File: config.mk
export PLATFORM = sky130hd
export DESIGN_NAME = jstk2_spi_responder
export DESIGN_NICKNAME = d
export VERILOG_FILES = /design/src/rtl/jstk2_pkg.sv /design/src/rtl/spi_pin_sync.sv /design/src/rtl/jstk2_spi_responder.sv
export SDC_FILE = /design/constraint.sdc
export NUM_CORES = 1
export LEC_CHECK = 0
export ABC_AREA = 1
export BUFFER_PORTS_ARGS = -buffer_cell sky130_fd_sc_hd__clkbuf_2
export CELL_PAD_IN_SITES_DETAIL_PLACEMENT = 0
export CELL_PAD_IN_SITES_GLOBAL_PLACEMENT = 1
export CORE_MARGIN = 3
export CORE_UTILIZATION = 45
export CTS_BUF_LIST = sky130_fd_sc_hd__clkbuf_8
export DETAILED_ROUTE_END_ITERATION = 6
export GPL_TIMING_DRIVEN = 0
export MAX_ROUTING_LAYER = met4
export PLACE_DENSITY_LB_ADDON = 0.12
export SYNTH_ARGS = -nofsm -noshare
export SYNTH_HDL_FRONTEND = slang
export SYNTH_SLANG_ARGS = --single-unit
File: constraint.sdc
create_clock -name clk -period 2.35 [get_ports clk]
set_clock_uncertainty 0.1 [all_clocks]
set_input_delay 0.47 -clock clk [delete_from_list [all_inputs] [get_ports clk]]
set_output_delay 0.47 -clock clk [all_outputs]
set_load 0.05 [all_outputs]
File: src/rtl/jstk2_pkg.sv
// Shared JSTK2 frame definitions: sizes, byte positions, responder states and
// the payload packer used by both the responder and its bench.
package jstk2_pkg;

  localparam int unsigned JSTK2_FRAME_BYTES = 5;
  localparam int unsigned JSTK2_POS_W       = 10;
  localparam int unsigned JSTK2_FRAME_W     = JSTK2_FRAME_BYTES * 8;

  // Byte order on the wire; byte 0 is shifted out first.
  localparam int unsigned X_LO = 0;
  localparam int unsigned X_HI = 1;
  localparam int unsigned Y_LO = 2;
  localparam int unsigned Y_HI = 3;
  localparam int unsigned BTN  = 4;

  typedef enum logic [1:0] {
    WAIT_HIGH,
    IDLE,
    ACTIVE
  } responder_state_t;

  // btns = {trigger, joystick}
  function automatic logic [JSTK2_FRAME_W-1:0] pack_frame(
    input logic [JSTK2_POS_W-1:0] x,
    input logic [JSTK2_POS_W-1:0] y,
    input logic [1:0]             btns
  );
    logic [7:0]               b [JSTK2_FRAME_BYTES];
    logic [JSTK2_FRAME_W-1:0] f;
    b[X_LO] = x[7:0];
    b[X_HI] = {6'b0, x[9:8]};
    b[Y_LO] = y[7:0];
    b[Y_HI] = {6'b0, y[9:8]};
    b[BTN]  = {6'b0, btns};
    f = '0;
    for (int unsigned i = 0; i < JSTK2_FRAME_BYTES; i++) begin
      f[JSTK2_FRAME_W-1-8*i -: 8] = b[i];
    end
    return f;
  endfunction

endpackage

File: src/rtl/spi_pin_sync.sv
// Multi-stage synchroniser for an asynchronous SPI pin, followed by one
// edge-detect register producing single-cycle rise/fall strobes.
module spi_pin_sync #(
  parameter int unsigned STAGES    = 2,
  parameter logic        RESET_VAL = 1'b0
) (
  input  logic clk,
  input  logic rst,
  input  logic pin_i,
  output logic rise_o,
  output logic fall_o
);

  logic [STAGES-1:0] sync_q;
  logic              prev_q;

  always_ff @(posedge clk) begin
    if (rst) begin
      sync_q <= {STAGES{RESET_VAL}};
      prev_q <= RESET_VAL;
    end else begin
      sync_q <= {sync_q[STAGES-2:0], pin_i};
      prev_q <= sync_q[STAGES-1];
    end
  end

  assign rise_o = sync_q[STAGES-1] & ~prev_q;
  assign fall_o = ~sync_q[STAGES-1] & prev_q;

endmodule

File: src/rtl/jstk2_spi_responder.sv
// SPI mode-0 responder emulating a Pmod JSTK2: streams a snapshot of the
// X/Y/button inputs MSB first on MISO for every SS-low transaction.
module jstk2_spi_responder
  import jstk2_pkg::*;
#(
  parameter int unsigned FRAME_BYTES = JSTK2_FRAME_BYTES,
  parameter int unsigned SYNC_STAGES = 2
) (
  input  logic                   clk,
  input  logic                   rst,
  input  logic [JSTK2_POS_W-1:0] x_pos,
  input  logic [JSTK2_POS_W-1:0] y_pos,
  input  logic                   btn_jstk,
  input  logic                   btn_trig,
  input  logic                   SS,
  input  logic                   SCLK,
  output logic                   MISO,
  output logic                   busy,
  output logic                   frame_done,
  output logic                   frame_err
);

  localparam int unsigned FW      = FRAME_BYTES * 8;
  localparam int unsigned CNT_SAT = FW + 1;
  localparam int unsigned CNT_W   = $clog2(CNT_SAT + 1);
  localparam int unsigned FLUSH_W = $clog2(SYNC_STAGES + 1);

  logic ss_rise, ss_fall, sclk_rise, sclk_fall;

  spi_pin_sync #(
    .STAGES    (SYNC_STAGES),
    .RESET_VAL (1'b1)
  ) u_ss_sync (
    .clk    (clk),
    .rst    (rst),
    .pin_i  (SS),
    .rise_o (ss_rise),
    .fall_o (ss_fall)
  );

  spi_pin_sync #(
    .STAGES    (SYNC_STAGES),
    .RESET_VAL (1'b0)
  ) u_sclk_sync (
    .clk    (clk),
    .rst    (rst),
    .pin_i  (SCLK),
    .rise_o (sclk_rise),
    .fall_o (sclk_fall)
  );

  responder_state_t  state_q, state_d;
  logic [FW-1:0]     sr_q, sr_d;
  logic [CNT_W-1:0]  cnt_q, cnt_d;
  logic [FLUSH_W-1:0] flush_q, flush_d;
  logic              ss_low_q;
  logic              done_q, done_d;
  logic              err_q, err_d;

  logic [JSTK2_FRAME_W-1:0] payload;
  logic [FW-1:0]            frame_load;

  assign payload = pack_frame(x_pos, y_pos, {btn_trig, btn_jstk});

  always_comb begin
    frame_load = '0;
    frame_load[FW-1 -: JSTK2_FRAME_W] = payload;
  end

  // The SS synchroniser resets to "high", so its level is only trusted once the
  // chain has been refilled from the pin; a low pin then shows up as a fall,
  // which ss_low_q remembers until SS is genuinely seen high.
  always_comb begin
    state_d = state_q;
    sr_d    = sr_q;
    cnt_d   = cnt_q;
    flush_d = flush_q;
    done_d  = 1'b0;
    err_d   = 1'b0;
    unique case (state_q)
      WAIT_HIGH: begin
        if (flush_q < FLUSH_W'(SYNC_STAGES)) begin
          flush_d = flush_q + FLUSH_W'(1);
        end else if (!ss_low_q && !ss_fall) begin
          state_d = IDLE;
        end
      end
      IDLE: begin
        if (ss_fall) begin
          state_d = ACTIVE;
          sr_d    = frame_load;
          cnt_d   = '0;
        end
      end
      ACTIVE: begin
        if (ss_rise) begin
          state_d = IDLE;
          if (cnt_q == CNT_W'(FW)) done_d = 1'b1;
          else                     err_d  = 1'b1;
        end else begin
          if (sclk_rise && cnt_q != CNT_W'(CNT_SAT)) cnt_d = cnt_q + CNT_W'(1);
          if (sclk_fall) sr_d = {sr_q[FW-2:0], 1'b0};
        end
      end
      default: state_d = WAIT_HIGH;
    endcase
  end

  always_ff @(posedge clk) begin
    if (rst) begin
      state_q  <= WAIT_HIGH;
      sr_q     <= '0;
      cnt_q    <= '0;
      flush_q  <= '0;
      ss_low_q <= 1'b0;
      done_q   <= 1'b0;
      err_q    <= 1'b0;
    end else begin
      state_q <= state_d;
      sr_q    <= sr_d;
      cnt_q   <= cnt_d;
      flush_q <= flush_d;
      done_q  <= done_d;
      err_q   <= err_d;
      if (ss_fall)      ss_low_q <= 1'b1;
      else if (ss_rise) ss_low_q <= 1'b0;
    end
  end

  assign busy       = (state_q == ACTIVE);
  assign MISO       = busy & sr_q[FW-1];
  assign frame_done = done_q;
  assign frame_err  = err_q;

endmodule

# Word level (Yosys, flattened, before mapping)
# Cells that the tools add are included.
# word_totals
reg_bits,59
inputBits,26
out_inout_bits,4
word_cells,65
# op_classes
add_sub_neg,2
order_cmp,1
eq_ne,11
mux,17
n_bitwise,11
reduce_logical,12
# op_table
op,count
40-bit 2-to-1 mux,3
40-bit one-hot mux with 2 select lines,1
6-bit 2-to-1 mux,3
6-bit one-hot mux with 2 select lines,1
4-bit AND reduction,3
2-bit 2-to-1 mux,4
2-bit != test (second input constant),4
6-bit by 1-bit adder with 6-bit output (second input constant),1
6-bit equality test (second input constant),1
2-bit by 1-bit != test with 1-bit output (second input constant),3
6-bit != test (second input constant),1
1-bit NOT,6
2-bit one-hot mux with 3 select lines,1
1-bit AND,5
1-bit 2-to-1 mux,4
2-bit nonzero test,2
3-bit OR reduction,1
2-bit by 1-bit adder with 2-bit output (second input constant),1
2-bit by 1-bit equality test with 1-bit output (second input constant),1
2-bit equality test (second input constant),1
1-bit logical AND,2
1-bit logical NOT,2
2-bit logical NOT,1
2-bit less-than comparator (second input constant),1
2-bit AND reduction,1

# Depth between registers and ports, before layout
# Gate-level depths: netlist (run 1).
# depth
depth_word,7
mapped_depth,9
ltp_nobuf,9

# Hierarchy
# From an unflattened synthesis (run 1), not the netlist that was laid out.
# hier_totals
hier_cells,330
area_unflattened_um2,2483.6
# modules_own_cells
mod,instances,cells_each,area_per_inst_um2,seq_area_each_um2
jstk2_spi_responder,1,305,2292.2,1061.0
spi_pin_sync at u_ss_sync,1,13,97.6,60.1
spi_pin_sync at u_sclk_sync,1,12,93.8,60.1

# Least setup slack after synthesis (run 1)
# OpenSTA, ideal clock, no wires.
# synth_timing
path_kind,register to output
startpoint,register state_q[0]
endpoint,output MISO
arrival_time_ns,1.300
t_required_ns,1.780
path_slack_ns,0.480
path_stages_with_launch,5
path_buffers,1
cell_sequence,dfxtp_1 > inv_2 > nand2_4 > buf_2 > nor2_1
# synth_via
elab_chain_len,2
# synth_lines
item,line_no,text
"start, declared",jstk2_spi_responder.sv:52,"responder_state_t state_q, state_d;"
"start signal, assigned",jstk2_spi_responder.sv:119,state_q <= state_d;
2-bit equality test,jstk2_spi_responder.sv:130,assign busy = (state_q == ACTIVE);
1-bit AND,jstk2_spi_responder.sv:131,assign MISO = busy & sr_q[FW-1];
"end, declared",jstk2_spi_responder.sv:17,"output logic MISO,"
# Every way passes these cells.

# Worst setup path after layout (run 1)
# layout_timing
startpoint,register state_q[1]
endpoint,output busy
# layout_via
elab_chain_len,1
# layout_lines
item,line_no,text
2-bit equality test,jstk2_spi_responder.sv:130,
"end, declared",jstk2_spi_responder.sv:18,"output logic busy,"
# Every way passes these cells.

==> flow_summary.toml, run 1 <==
[placed_design]
dp_hpwl_mm = 4.03
post-place-ws_ns = 0.469
portBuffers = 29
gp_congestion = 0.814

[hold_path]
hp-class = "input port to flip-flop"

[drt]
drt_iter0_drc = 161
post_drt_wl_per_cell_um = 12.1
drt-total-wl_mm = 5.90
vias = 2378
firstDrtPassIters = 4
ant_nets = 0
route.detailed.drc = 0
drt-vias-per-instance = 4.86

[finish]
finalNetCount = 445
nFillCells = 586
antenna_cells = 0
area_growth_syn_to_layout_pct = 16.0
post-route-util_pct = 54.6
final_layout_size_suffix_gt1_share_pct = 16.3

[die]
core-area_mm2 = 0.00554
die_x_um = 82.1
rows = 27
initial_utilization_pct = 47.0
io_pins = 30
die_height_um = 82.1
dieArea_mm2 = 0.00674

[power]
ir_worst_vdd_uv = 503
p_leak_nw = 1.44
p_per_area_mw_per_mm2 = 763

[global_route]
grtUsageTotal_pct = 20.2
grt_pass1_vias = 2173
grt_max_degree = 11
grt_pass1_wl_mm = 9.96
gr-total-overflow = 0
antenna_found_initial = 0

[logic_synthesis]
synth_area_mm2 = 0.00261
ys.flop_type = "dfxtp_1"
yosys-top-cells-area = "dfxtp_1 45%, nand2_1 12%, nor2_1 11%, o21ai_0 6.9%, a21oi_1 5.6%"
synth_top_area_share_pct = 45.3
synth-edff-count = 0
synth.avg_cell_area_um2 = 6.97
syn_nets = 405
netlist-cell-type-count = 23
ys_seq_elements = 59
ys_warn_count = 0
synth_top_area_cell = "dfxtp_1"
synth_cells = 374
ys_seq_area_share_pct = 45.3
async_flop_share_pct = 0

[setup_path]
required_ns = 1.78
start_kind = "flip-flop"
cp_max_fo = 10
reg2reg_slack_ns = 0.80
endpoint_kind = "primary output"
path_class = "flip-flop to primary output"
cp_data_arrival_time_ns = 1.64

[timing]
slew_headroom_pct = 67.0
worstMarginPinSlew_ns = 0.496
min_period_ns = 2.21
fmax_ghz = 0.453
final_max_slew_viol_count = 0
finalHoldViolCount = 0
layout_setup_ws_ns = 0.140
tns_ns = 0
fin_crit_sh_pct = 94.0
rsz0062_at_grt = "false"
setup_viol = 0

[cts]
htreeDepth = 3
cts_buffer_depth = 2
ctsRootBufferMaster = "clkbuf_8"
cts_hold_buf = 0
cts.repair.resized = 0
post_cts_buffers = 0
tritoncts = "done"
clkLatencyLatePin_ns = 0.33
path_clk_slew_ns = 0.06
cts.sinks = 59
cts-buffers-inserted = 9

[run_status]
outcome = "completed"

[job]
cap_violations = 0
## report_power, final
| part | switching, mW | total [mW] | leakage [nW] | internal, mW |
|---|---|---|---|---|
| Combinational | 0.185 | 0.305 | 0.862 | 0.119 |
| Clock | 0.377 | 0.876 | 0.0992 | 0.499 |
| Sequential | 0.0475 | 1.12 | 0.478 | 1.08 |
## worst max-delay path: stages (launching register included)
cell and delay, ns:
dfxtp_1 0.39, nand2_4 0.14, inv_2 0.19, buf_2 0.27
clkbuf_2 0.32
## final timing paths
path                    startpoint                     to  cells after the start
max                     state_q[1]                   busy                      4
min                             SS    u_ss_sync.sync_q[0]                      2
min reg2reg  u_sclk_sync.sync_q[0]  u_sclk_sync.sync_q[1]                      2
max reg2reg       u_ss_sync.prev_q               sr_q[11]                      9
## cell usage after synthesis (4+ instances only)
library cell and number:
buf_4 5, nand2_1 84, ha_1 5, dfxtp_1 59
clkbuf_1 7, inv_1 23, buf_2 7, nand3_1 13
o21ai_1 7, a21oi_1 29, o21ai_0 36, nor2_1 79
nand2_2 4
## flip-flops by register name, summed over array words and instances, names as in the netlist
register / flops
cnt_q: 6
flush_q: 2
frame_done: 1
frame_err: 1
sr_q: 40
ss_low_q: 1
state_q: 2
u_sclk_sync.prev_q: 1
u_sclk_sync.sync_q: 2
u_ss_sync.prev_q: 1
u_ss_sync.sync_q: 2
## per-layer routing
| metal | vias up | GRT usage, % | wire (µm) |
|---|---|---|---|
| li1 | 1262 | - | - |
| met1 | 1055 | 26.5 | 3000 |
| met2 | 50 | 29.9 | 2530 |
| met3 | 11 | 4.66 | 258 |
| met4 | 0 | 8.47 | 120 |
| met5 | - | - | 0 |
## layout by cell type, fill, tap and decap left out, drive strengths merged, types with 5 or more instances in the layout
cell type and instances:
clkbuf 46, dfxtp 59, nor2 80, buf 14
a21oi 29, nand2 89, o21ai 43, nand3 14
inv 27, ha 5
## cell families after synthesis
| kind of cell | after synthesis | synth area share (%) |
|---|---|---|
| AO/OA/AOI/OAI | 73 | 14.1 |
| adder cells (fa/ha/maj) | 5 | 2.40 |
| buffers and inverters | 47 | 8.40 |
| flip-flops | 59 | 45.3 |
| AND/OR/NAND/NOR | 190 | 29.8 |
## per-stage QoR
| stage | total power [mW] | instance area [µm²] | cells | hold slack [ns] |
|---|---|---|---|---|
| 2_1_floorplan | 1.37 | 2610 | 374 | 0.288 |
| 3_3_place_gp | 1.44 | 2840 | 475 | 0.295 |
| 3_5_place_dp | 1.45 | 2840 | 475 | 0.304 |
| 4_1_cts | 2.32 | 3020 | 489 | 0.216 |
| 5_1_grt | 2.43 | 3020 | 489 | 0.228 |
| 6_report | 2.31 | 3020 | 489 | 0.228 |
## final cells by class
cell class	count	area (µm²)	share of cell area (%)
flip-flops and latches	59	1180	39.1
inverters	26	97.6	3.23
well taps	72	90.1	2.98
repair buffers	29	145	4.80
multi-input cells	268	1210	39.9
plain buffers	21	121	4.01
clock inverters	4	43.8	1.45
clock buffers	10	138	4.55
(Power assumes the default switching activity.)
==> inputs of run 2 (changes only) <==
Settings changed: GPL_ROUTABILITY_DRIVEN set to 0, SYNTH_HIERARCHICAL set to 1.
==> run 2 against run 1 <==
Against the previous run: hold slack lost 0.027 ns; first-iteration DRC count shrank 8.1%; cell count shrank 9.4%; maximum frequency grew 4.5%; critical path type unchanged; critical endpoint unchanged; largest cell class is now sequential cells.
==> flow_summary.toml, run 2 <==
[run_status]
outcome = "completed"

[finish]
largestRegisters = "sr_q: 40 flops, cnt_q: 6 flops"
area_growth_syn_to_layout_pct = 16.2
largest_reg_flops = 40
mostFrequentLayoutCell = "nand2_1"
seq_area_mm2 = 0.00118
largest_register = "sr_q"
nFillCells = 547
final_cell_mix = "83 x nand2_1, 59 x dfxtp_1, 29 x clkbuf_2"
multiInputGateArea_mm2 = 0.00108
antenna_cells = 0
final_layout_size_suffix_gt1_share_pct = 16.9
stdcell_count = 443
finalNetCount = 397

[power]
p_leak_nw = 1.18
p_per_area_mw_per_mm2 = 790
seq_power_share_pct = 49.4
ir_worst_vdd_uv = 529
power.internal_mw = 1.59
p_clk_share_pct = 35.7
sw_frac_of_total_pct = 30.4
p_comb_share_pct = 14.9
switching_power_uw = 693

[drt]
route.detailed.drc = 0
drt_iter0_drc = 148
drt-vias-per-instance = 5.11
firstDrtPassIters = 4
vias = 2263
post_drt_wl_per_cell_um = 12.4
ant_nets = 0
drt-total-wl_mm = 5.48

[logic_synthesis]
yosys-top-cells-area = "dfxtp_1 48%, nand2_1 13%, nand3_1 5.6%, a31oi_1 5.3%, a21oi_1 5.2%"
netlist-cell-type-count = 26
synth_top_area_cell = "dfxtp_1"
syn_nets = 359
async_flop_share_pct = 0
synth-edff-count = 0
ys_seq_area_share_pct = 47.6
ys_warn_count = 6
ys.flop_type = "dfxtp_1"
ys_top_cells_by_count = "83 x nand2_1, 59 x dfxtp_1, 28 x nand3_1, 27 x inv_1, 26 x a21oi_1"
yosys.cell_count.top_type = "nand2_1"
synth_cells = 330
synth.avg_cell_area_um2 = 7.53
ys_seq_elements = 59
synth_top_area_share_pct = 47.6
synth_area_mm2 = 0.00248

[die]
rows = 26
die_height_um = 80.3
initial_utilization_pct = 47.4
core-area_mm2 = 0.00524
die_x_um = 80.3
io_pins = 30
dieArea_mm2 = 0.00645

[setup_path]
path_class = "flip-flop to primary output"
endpoint_kind = "primary output"
r2r-end = "cnt_q[5]"
required_ns = 1.78
cp_max_fo = 19
start_kind = "flip-flop"
reg2reg_slack_ns = 0.52
cp_data_arrival_time_ns = 1.55
crit-reg2reg-launch = "state_q[1]"
rr_worst_depth = 7

[timing]
worstMarginPinSlew_ns = 0.599
fin_crit_sh_pct = 90.0
tns_ns = 0
slew_headroom_pct = 60.1
final_max_slew_viol_count = 0
fmax_ghz = 0.473
min_period_ns = 2.12
rsz0062_at_grt = "false"
finalHoldViolCount = 0
holdWs_ns = 0.201
setup_viol = 0

[hold_path]
hold-path-cell-count = 3
min_from = "SS"
hp-class = "input port to flip-flop"
holdPathEnd = "u_ss_sync/sync_q[0]"

[cts]
cts-buffers-inserted = 9
tritoncts = "done"
clkLatencyLatePin_ns = 0.34
cts.sinks = 59
ctsRootBufferMaster = "clkbuf_8"
cts_buffer_depth = 2
htreeDepth = 3
path_clk_slew_ns = 0.07
post_cts_buffers = 0

[placed_design]
dp_hpwl_mm = 3.74
dp.cells = 429
portBuffers = 29

[global_route]
grt_pass1_vias = 1980
gr-total-overflow = 0
grt_pass1_wl_mm = 9.40
grtUsageTotal_pct = 19.5
grt_max_degree = 20
antenna_found_initial = 0

[job]
cap_violations = 0
[run 2: cell types whose count changed after synthesis, sizes merged, moves of 2 or more]
cell,before,now
nor2,80,19
a31oi,0,21
o21ai,43,26
nand3,14,28
nand4,2,7
inv,26,29
nand2,89,86
buf,14,12
ha,5,3
[run 2: power groups by stage]
stage | Combinational (mW) | Sequential, mW | Clock [mW]
6_report | 0.339 | 1.13 | 0.814
5_1_grt | 0.386 | 1.14 | 0.899
4_1_cts | 0.342 | 1.13 | 0.848
3_5_place_dp | 0.338 | 1.15 | 0
3_3_place_gp | 0.333 | 1.15 | 0
2_1_floorplan | 0.252 | 1.14 | 0
[run 2: critical path, stage by stage (launching register included)]
cell	delay [ns]
dfxtp_1	0.41
inv_2	0.08
nor2_4	0.36
clkbuf_2	0.36
[run 2: kinds of logic after synthesis]
| kind of cell | synth area share [%] |
|---|---|
| AND/OR/NAND/NOR | 25.4 |
| AO/OA/AOI/OAI | 16.8 |
| flip-flops | 47.6 |
| buffers and inverters | 8.77 |
| adder cells (fa/ha/maj) | 1.51 |
[run 2: timing repair]
item                                    in CTS  in global routing
resized for setup                            0                  0
endpoints found under the setup margin       1                  1
cloned                                       0                  0
pin swaps                                    0                  0
hold buffers                                 0                  0
[run 2: area by class of cell]
| type | instances | area share, % |
|---|---|---|
| sequential | 59 | 40.9 |
| buffer | 17 | 3.42 |
| tap | 70 | 3.03 |
| multi-input combinational | 223 | 37.6 |
| timing repair buffer | 29 | 5.03 |
| inverter | 29 | 3.86 |
| clock buffer | 9 | 4.29 |
| clock inverter | 7 | 1.86 |
[run 2: worst max path at each step]
stage / startpoint / end / slack [ns] / cells after the start
final: state_q[1] / busy / 0.23 / 3
after global routing: state_q[1] / busy / 0.15 / 3
after CTS: state_q[0] / MISO / 0.008 / 5
after detailed placement: rst / flush_q[0] / 0.22 / 6
after global placement: rst / flush_q[0] / 0.27 / 6
after floorplan: state_q[0] / MISO / 0.36 / 4
[run 2: layer usage]
layer	routed length, µm	vias to the layer above	GRT usage, %
li1	-	1179	-
met1	2820	1032	26.5
met2	2360	43	26.9
met3	236	9	7.06
met4	63	0	5.91
met5	0	-	-
[run 2: metrics by stage]
step	setup WS (ns)	power, mW	area [µm²]	util (%)
final	0.235	2.28	2890	55.1
after global routing	0.153	2.42	2890	55.1
after CTS	0.00817	2.32	2890	55.2
after detailed placement	0.223	1.49	2720	51.9
after global placement	0.270	1.48	2720	51.9
after floorplan	0.362	1.39	2480	-
==> inputs of run 3 (changes only) <==
Settings changed: MAX_ROUTING_LAYER met4 to not set.
==> run 3 against run 2 <==
Against the previous run: critical path depth did not move; maximum frequency barely moved; power barely moved; sequential power barely moved; design area did not move; critical endpoint unchanged; largest cell class unchanged; routed wire length barely moved; combinational power barely moved.
==> flow_summary.toml, run 3 (same netlist as run 2, synthesis figures left out) <==
[timing]
tns_ns = 0
fin_crit_sh_pct = 90.1
setup_viol = 0
fmax_ghz = 0.473
final_max_slew_viol_count = 0
slew_headroom_pct = 60.6
worstMarginPinSlew_ns = 0.592
finalHoldViolCount = 0
min_period_ns = 2.12
rsz0062_at_grt = "false"

[setup_path]
start_kind = "flip-flop"
r2r-end = "cnt_q[5]"
rr_worst_depth = 7
crit_end = "busy"
path_class = "flip-flop to primary output"
endpoint_kind = "primary output"
reg2reg_slack_ns = 0.51
cp_data_arrival_time_ns = 1.55
crit-reg2reg-launch = "state_q[1]"
required_ns = 1.78
cp_max_fo = 19
crit_path_start = "state_q[1]"

[job]
cap_violations = 0

[finish]
finalNetCount = 397
nFillCells = 547
area_growth_syn_to_layout_pct = 16.2
post-route-util_pct = 55.1
final_cell_mix = "83 x nand2_1, 59 x dfxtp_1, 29 x clkbuf_2"
final_layout_size_suffix_gt1_share_pct = 16.9
largestRegisters = "sr_q: 40 flops, cnt_q: 6 flops"
largest_reg_flops = 40
stdcell_area_mm2 = 0.00289
antenna_cells = 0
mostFrequentLayoutCell = "nand2_1"
largest_register = "sr_q"

[cts]
cts_buffer_depth = 2
ctsRootBufferMaster = "clkbuf_8"
clkLatencyLatePin_ns = 0.34
path_clk_slew_ns = 0.07
cts_hold_buf = 0
cts.repair.resized = 0
post_cts_buffers = 0
cts.sinks = 59
tritoncts = "done"
htreeDepth = 3
cts-buffers-inserted = 9

[die]
dieArea_mm2 = 0.00645
die_height_um = 80.3
io_pins = 30
die_x_um = 80.3
initial_utilization_pct = 47.4
rows = 26
core-area_mm2 = 0.00524

[drt]
firstDrtPassIters = 4
post_drt_wl_per_cell_um = 12.4
drt-vias-per-instance = 5.19
route.detailed.drc = 0
ant_nets = 0
drt_iter0_drc = 140
drt-total-wl_mm = 5.48
vias = 2298

[run_status]
outcome = "completed"

[power]
fin_total_pwr_mw = 2.28
ir_worst_vdd_uv = 530
p_leak_nw = 1.18
p_per_area_mw_per_mm2 = 790

[global_route]
antenna_found_initial = 0
grt_pass1_wl_mm = 9.40
gr-total-overflow = 0
grtUsageTotal_pct = 19.0
grt_pass1_vias = 1980
grt_max_degree = 20

[placed_design]
portBuffers = 29
dp_hpwl_mm = 3.74
postPlaceCellArea_mm2 = 0.00272

[hold_path]
hp-class = "input port to flip-flop"
==> run 3: worst min path at each step <==
stage / start / endpoint / slack (ns) / depth (start not counted)
6_report: SS / u_ss_sync/sync_q[0] / 0.20 / 3
5_1_grt: SS / u_ss_sync/sync_q[0] / 0.18 / 3
4_1_cts: SS / u_ss_sync/sync_q[0] / 0.19 / 3
3_5_place_dp: u_sclk_sync/sync_q[0] / u_sclk_sync/sync_q[1] / 0.30 / 2
3_3_place_gp: u_sclk_sync/sync_q[0] / u_sclk_sync/sync_q[1] / 0.29 / 2
2_1_floorplan: u_ss_sync/sync_q[0] / u_ss_sync/sync_q[1] / 0.29 / 2
==> run 3: area by class of cell <==
class	count	area, µm²	area share (%)
Clock buffer	9	124	4.29
Timing Repair Buffer	29	145	5.03
Sequential cell	59	1180	40.9
Tap cell	70	87.6	3.03
Buffer	17	98.8	3.42
Clock inverter	7	53.8	1.86
Multi-Input combinational cell	223	1080	37.6
Inverter	29	111	3.86
==> run 3: critical path: stages, from the launching register on <==
cell	delay (ns)
dfxtp_1	0.41
inv_2	0.08
nor2_4	0.36
clkbuf_2	0.36
==> run 3: layer usage <==
layer	part of all wire [%]	wire length [µm]	vias up	track usage, %
met1	50	2760	1058	26.7
met5	0	0	-	0
met3	5.2	284	7	7.06
li1	-	-	1178	-
met2	43	2380	55	26.8
met4	1.1	58	0	5.91
==> run 3: stage by stage <==
step,worst slack (ns),instances,hold WS (ns)
2_1_floorplan,0.362,330,0.287
3_3_place_gp,0.270,429,0.291
3_5_place_dp,0.223,429,0.299
4_1_cts,0.00817,444,0.185
5_1_grt,0.153,443,0.182
6_report,0.234,443,0.202
==> run 3: report_power, final <==
group          internal (mW)  switching, mW  total, mW
logic                  0.124          0.214      0.338
clock network          0.386          0.430      0.816
registers               1.08         0.0496       1.13
